==> config.mk <==
export PLATFORM = sky130hd
export DESIGN_NAME = instr_mem_loader
export DESIGN_NICKNAME = d
export VERILOG_FILES = /design/src/rtl/instr_mem_loader.sv
export SDC_FILE = /design/constraint.sdc
export NUM_CORES = 1
export LEC_CHECK = 0
export CORE_ASPECT_RATIO = 1.5
export CORE_MARGIN = 4
export CORE_UTILIZATION = 52
export DETAILED_ROUTE_END_ITERATION = 6
export GPL_TIMING_DRIVEN = 0
export PLACE_DENSITY = 0.89
export SKIP_CTS_REPAIR_TIMING = 1
export SLEW_MARGIN = 15
export SYNTH_ARGS = -nofsm -noshare
export SYNTH_HDL_FRONTEND = slang
export SYNTH_SLANG_ARGS = --single-unit
==> constraint.sdc <==
create_clock -name clk -period 3.8 [get_ports clk]
set_input_delay 0.38 -clock clk [delete_from_list [all_inputs] [get_ports clk]]
set_output_delay 0.38 -clock clk [all_outputs]
set_load 0.02 [all_outputs]
==> src/rtl/instr_mem_loader.sv <==
// ---------------------------------------------------------------------------
// instr_mem_loader
//
// Receives a program over a byte-wide valid/ready link and writes it into an
// attached 16-bit instruction memory, then hands the memory address bus to
// the processor and enables it.
//
// Stream: length (lo, hi), then `length` words, each low byte then high byte.
// Optional trailing 8-bit checksum when LOADER_CHECKSUM_EN is defined.
//
// Configuration macro:
//   LOADER_CHECKSUM_EN  - require a trailing checksum byte (mod-256 sum of
//                         both length bytes and all data bytes).
//
// Ports:
//   clk          in   clock, rising edge
//   rst_n        in   asynchronous active-low reset
//   start        in   one-cycle load request (honoured in IDLE/RUN/ERR)
//   rx_data      in   [7:0] host byte
//   rx_valid     in   host byte valid
//   rx_ready     out  loader accepts a byte this cycle
//   cpu_addr     in   [15:0] processor fetch address
//   mem_write_en out  instruction memory write enable
//   mem_addr     out  [15:0] instruction memory address
//   mem_instr_in out  [15:0] instruction memory write data
//   cpu_run      out  processor enable (registered)
//   busy         out  load in progress
//   error        out  load failed
//
// State table
//   state  | meaning
//   IDLE   | waiting for start after reset
//   LEN_LO | expecting length low byte
//   LEN_HI | expecting length high byte, range-checks length
//   DAT_LO | expecting word low byte
//   DAT_HI | expecting word high byte
//   WR     | single-cycle memory write of the assembled word
//   CHK    | expecting checksum byte (checksum build only)
//   RUN    | program loaded, processor owns mem_addr
//   ERR    | length overflow or checksum mismatch
// ---------------------------------------------------------------------------
module instr_mem_loader #(
    parameter int MEM_DEPTH = 181
) (
    input  logic        clk,
    input  logic        rst_n,
    input  logic        start,
    input  logic [7:0]  rx_data,
    input  logic        rx_valid,
    output logic        rx_ready,
    input  logic [15:0] cpu_addr,
    output logic        mem_write_en,
    output logic [15:0] mem_addr,
    output logic [15:0] mem_instr_in,
    output logic        cpu_run,
    output logic        busy,
    output logic        error
);

    localparam logic [3:0] S_IDLE   = 4'd0;
    localparam logic [3:0] S_LEN_LO = 4'd1;
    localparam logic [3:0] S_LEN_HI = 4'd2;
    localparam logic [3:0] S_DAT_LO = 4'd3;
    localparam logic [3:0] S_DAT_HI = 4'd4;
    localparam logic [3:0] S_WR     = 4'd5;
    localparam logic [3:0] S_CHK    = 4'd6;
    localparam logic [3:0] S_RUN    = 4'd7;
    localparam logic [3:0] S_ERR    = 4'd8;

    localparam logic [16:0] DEPTH_W = 17'(MEM_DEPTH);

`ifdef LOADER_CHECKSUM_EN
    localparam logic [3:0] S_DONE = S_CHK;
`else
    localparam logic [3:0] S_DONE = S_RUN;
`endif

    logic [3:0]  state, state_nx;
    logic [15:0] idx;
    logic [15:0] len;
    logic [7:0]  dat_lo, dat_hi;
    logic        cpu_run_r;
    logic        accept;
    logic        restart;
    logic [15:0] len_full;
`ifdef LOADER_CHECKSUM_EN
    logic [7:0]  csum;
`endif

    assign rx_ready = (state == S_LEN_LO) || (state == S_LEN_HI) ||
                      (state == S_DAT_LO) || (state == S_DAT_HI) ||
                      (state == S_CHK);
    assign busy     = rx_ready || (state == S_WR);
    assign error    = (state == S_ERR);
    assign mem_write_en = (state == S_WR);
    // The processor owns the address bus only while running.
    assign mem_addr     = (state == S_RUN) ? cpu_addr : idx;
    assign mem_instr_in = {dat_hi, dat_lo};
    assign cpu_run      = cpu_run_r;

    assign accept   = rx_valid && rx_ready;
    assign restart  = start && ((state == S_IDLE) || (state == S_RUN) ||
                                (state == S_ERR));
    assign len_full = {rx_data, len[7:0]};

    always_comb begin
        state_nx = state;
        if (restart) begin
            state_nx = S_LEN_LO;
        end else begin
            case (state)
                S_LEN_LO: if (accept) state_nx = S_LEN_HI;
                S_LEN_HI: begin
                    if (accept) begin
                        if (len_full == 16'd0)
                            state_nx = S_DONE;
                        else if ({1'b0, len_full} > DEPTH_W)
                            state_nx = S_ERR;
                        else
                            state_nx = S_DAT_LO;
                    end
                end
                S_DAT_LO: if (accept) state_nx = S_DAT_HI;
                S_DAT_HI: if (accept) state_nx = S_WR;
                S_WR:     state_nx = (idx == len - 16'd1) ? S_DONE : S_DAT_LO;
`ifdef LOADER_CHECKSUM_EN
                S_CHK: begin
                    if (accept) state_nx = (rx_data == csum) ? S_RUN : S_ERR;
                end
`endif
                default:  state_nx = state;
            endcase
        end
    end

    always_ff @(posedge clk or negedge rst_n) begin
        if (!rst_n) begin
            state     <= S_IDLE;
            idx       <= 16'd0;
            len       <= 16'd0;
            dat_lo    <= 8'd0;
            dat_hi    <= 8'd0;
            cpu_run_r <= 1'b0;
`ifdef LOADER_CHECKSUM_EN
            csum      <= 8'd0;
`endif
        end else begin
            state     <= state_nx;
            // Registered so it tracks the RUN state without a decode delay.
            cpu_run_r <= (state_nx == S_RUN);
            if (restart) begin
                idx  <= 16'd0;
                len  <= 16'd0;
`ifdef LOADER_CHECKSUM_EN
                csum <= 8'd0;
`endif
            end else begin
                if (accept) begin
                    case (state)
                        S_LEN_LO: len[7:0]  <= rx_data;
                        S_LEN_HI: len[15:8] <= rx_data;
                        S_DAT_LO: dat_lo    <= rx_data;
                        S_DAT_HI: dat_hi    <= rx_data;
                        default:  ;
                    endcase
`ifdef LOADER_CHECKSUM_EN
                    if (state != S_CHK)
                        csum <= csum + rx_data;
`endif
                end
                if ((state == S_WR) && (idx != len - 16'd1))
                    idx <= idx + 16'd1;
            end
        end
    end

endmodule

==> results.yml <==
layout:
  num_antenna_cells: 0
  utilization: 0.6784
  layout_commonest_cell: "nand2_1"
  n_fill_cell: 488
  layout-drive-gt1-share: 0.09070
  nNetsFinal: 473
  area_delta_synth_final_pct: 25.68
  mostFrequentLayoutCells: "nand2_1, clkdlybuf4s50_1, dfrtp_1"
worst_setup_path:
  required_ps: 3420
  criticalPathCategory: "reg2out"
  crit_fanout: 10
  crit_arrival_ps: 2810
  crit_path_start_kind: "register"
  reg2regPathDepth: 11
  cp-end-kind: "output pin"
yosys:
  syn_inst: 369
  synth-edff-count: 0
  seq_area_frac_synth: 0.3979
  avgSynthCellArea_um2: 9.033
  synth_cell_type_count: 55
  syn_nets: 401
  synth_ff_type: "dfrtp_1"
  ys_ff_latch: 53
  synth_area_um2: 3333
  yosys_warnings: 0
  async_flop_share: 1.000
place:
  io_buffers: 64
  place_hpwl_mm: 6.298
  place_congestion: 0.9389
route:
  first_pass_iters: 4
  vias_per_cell: 5.936
  wire_per_inst_um: 15.88
  drt_iter0_drc: 129
  vias: 3057
  detail-route-antenna-nets: 0
  drc: 0
  drt_wl_total_mm: 8.177
floorplan:
  dieArea_um2: 7781
  initial_core_util: 0.5398
  coreArea_um2: 6175
  pin_count: 65
  die_x_um: 73.37
  num_rows: 35
  die_y_um: 106.1
clock_network:
  cts_tree: "built"
  root_buffer: "clkbuf_8"
  clkSlewWorstSetupHoldPaths_ps: 100
  htree_levels: 2
  clock_latency_ps: 310
  cts_sinks: 53
  clockBufferDepth: 2
  cts_made_buffers: 5
sta:
  skew_ps: 4.996
  fin_crit_sh: 0.8390
  slew_viol_final: 0
  max_slew.worst_pin.slew_ps: 1015
  post-route-min-period_ps: 3188
  max_clock_freq_mhz: 313.7
  setup_viol: 0
  hold_violations: 0
  setup_tns_ps: 0
  slew_headroom: 0.3175
  holdWs_ps: 16.78
  rsz0062_at_grt: "no"
grt:
  grt_max_degree: 34
  grt_use_total: 0.2203
  grt_pass1_wl_mm: 13.79
  antenna_found_initial: 0
  grt_pass1_vias: 3080
  grt-ovfl-total: 0
pwr:
  ir_worst_vdd_v: 0.0004532
  leakage_nw: 1.909
  p_per_area_nw_per_um2: 684.8
outcome:
  outcome: "finished, final reports clean"
hold_path:
  hold_path_class: "in2async"
flow_run:
  drv_cap: 0
-- final cells by class --
class / instances / area [um^2] / share of cell area
multi-input combinational: 285 / 1869 / 0.4462
sequential: 53 / 1326 / 0.3166
timing repair buffer: 65 / 655.6 / 0.1565
buffer: 23 / 107.6 / 0.02569
tap: 74 / 92.59 / 0.02210
clock buffer: 5 / 68.82 / 0.01643
clock inverter: 2 / 38.79 / 0.009259
inverter: 8 / 30.03 / 0.007168
-- where the power goes --
part / internal [mW] / switching (mW) / leakage, nW / total, mW
clock: 0.195 / 0.195 / 0.0546 / 0.391
combinational: 0.715 / 0.872 / 1.16 / 1.59
sequential: 0.739 / 0.151 / 0.693 / 0.891
total: 1.65 / 1.22 / 1.91 / 2.87
-- cell usage after synthesis, types with 3 or more instances --
master | n | share of area
o31ai_1 | 9 | 0.020
or3_1 | 3 | 0.0056
o21a_1 | 4 | 0.0090
or4_1 | 10 | 0.023
and3_1 | 7 | 0.013
mux2_2 | 16 | 0.054
a31oi_1 | 3 | 0.0056
and2_1 | 4 | 0.0075
ha_1 | 4 | 0.015
dfrtp_1 | 53 | 0.40
a21oi_1 | 10 | 0.015
nor3_1 | 7 | 0.011
nor2_1 | 31 | 0.035
nand2_1 | 71 | 0.080
nor3b_1 | 3 | 0.0068
xor2_1 | 8 | 0.021
inv_1 | 8 | 0.0090
nand4_1 | 7 | 0.013
xnor2_1 | 10 | 0.026
o211ai_1 | 8 | 0.018
nand2b_1 | 4 | 0.0075
o21ai_0 | 4 | 0.0060
mux2i_1 | 19 | 0.057
clkbuf_1 | 17 | 0.019
nand3_1 | 7 | 0.011
-- registers in the layout (all words and copies together) (netlist names) --
signal	count
state	4
dat_lo	8
dat_hi	8
idx	16
cpu_run	1
len	16
-- cells by family (layout without fill, tap and decap cells) --
family,after synthesis,in the layout,share of synthesized area
and+or+nand+nor,169,169,0.2526
xor gates and xnor gates,18,18,0.04730
adders and majority gates,4,4,0.01502
buffers and inverters,31,103,0.04129
DFF,53,53,0.3979
AOI/OAI and AO/OA,59,59,0.1348
muxes,35,35,0.1111
-- worst max-delay path: stages, from the launching register on --
cell and delay (ps):
dfrtp_1 330, clkbuf_1 310, nand2_1 200, nor2_1 520, clkbuf_1 370, nand2_1 100
nand2_1 70, clkdlybuf4s50_1 590
-- per-stage QoR --
stage	cell area (um^2)	power, mW	cells	setup WS, ps
final	4189	2.869	515	612.0
after global routing	4189	3.073	515	278.1
after CTS	4189	2.878	515	568.5
after detailed placement	4081	2.477	508	739.1
after global placement	4066	2.409	507	858.8
after floorplan	3333	1.946	369	1202
-- per-layer routing --
layer / track usage / up-vias / part of all wire
li1: - / 1460 / -
met1: 0.2427 / 1453 / 0.38
met2: 0.3976 / 118 / 0.53
met3: 0.04447 / 26 / 0.066
met4: 0.09326 / 0 / 0.034
met5: 0 / - / 0
-- path summary, 6_finish.rpt --
kind / slack [ps] / endpoint / from
worst max-delay path: 610 / mem_addr[9] / state[0]$_DFF_PN0_
worst min-delay path: 20 / state[0]$_DFF_PN0_ / rst_n
worst max register to register: 710 / idx[14]$_DFFE_PN0P_ / len[0]$_DFFE_PN0P_
worst min register to register: 520 / dat_lo[5]$_DFFE_PN0P_ / dat_lo[5]$_DFFE_PN0P_
max in group asynchronous: 3250 / len[5]$_DFFE_PN0P_ / rst_n
min in group clk: 520 / dat_lo[5]$_DFFE_PN0P_ / dat_lo[5]$_DFFE_PN0P_
(Power assumes the default switching activity.)
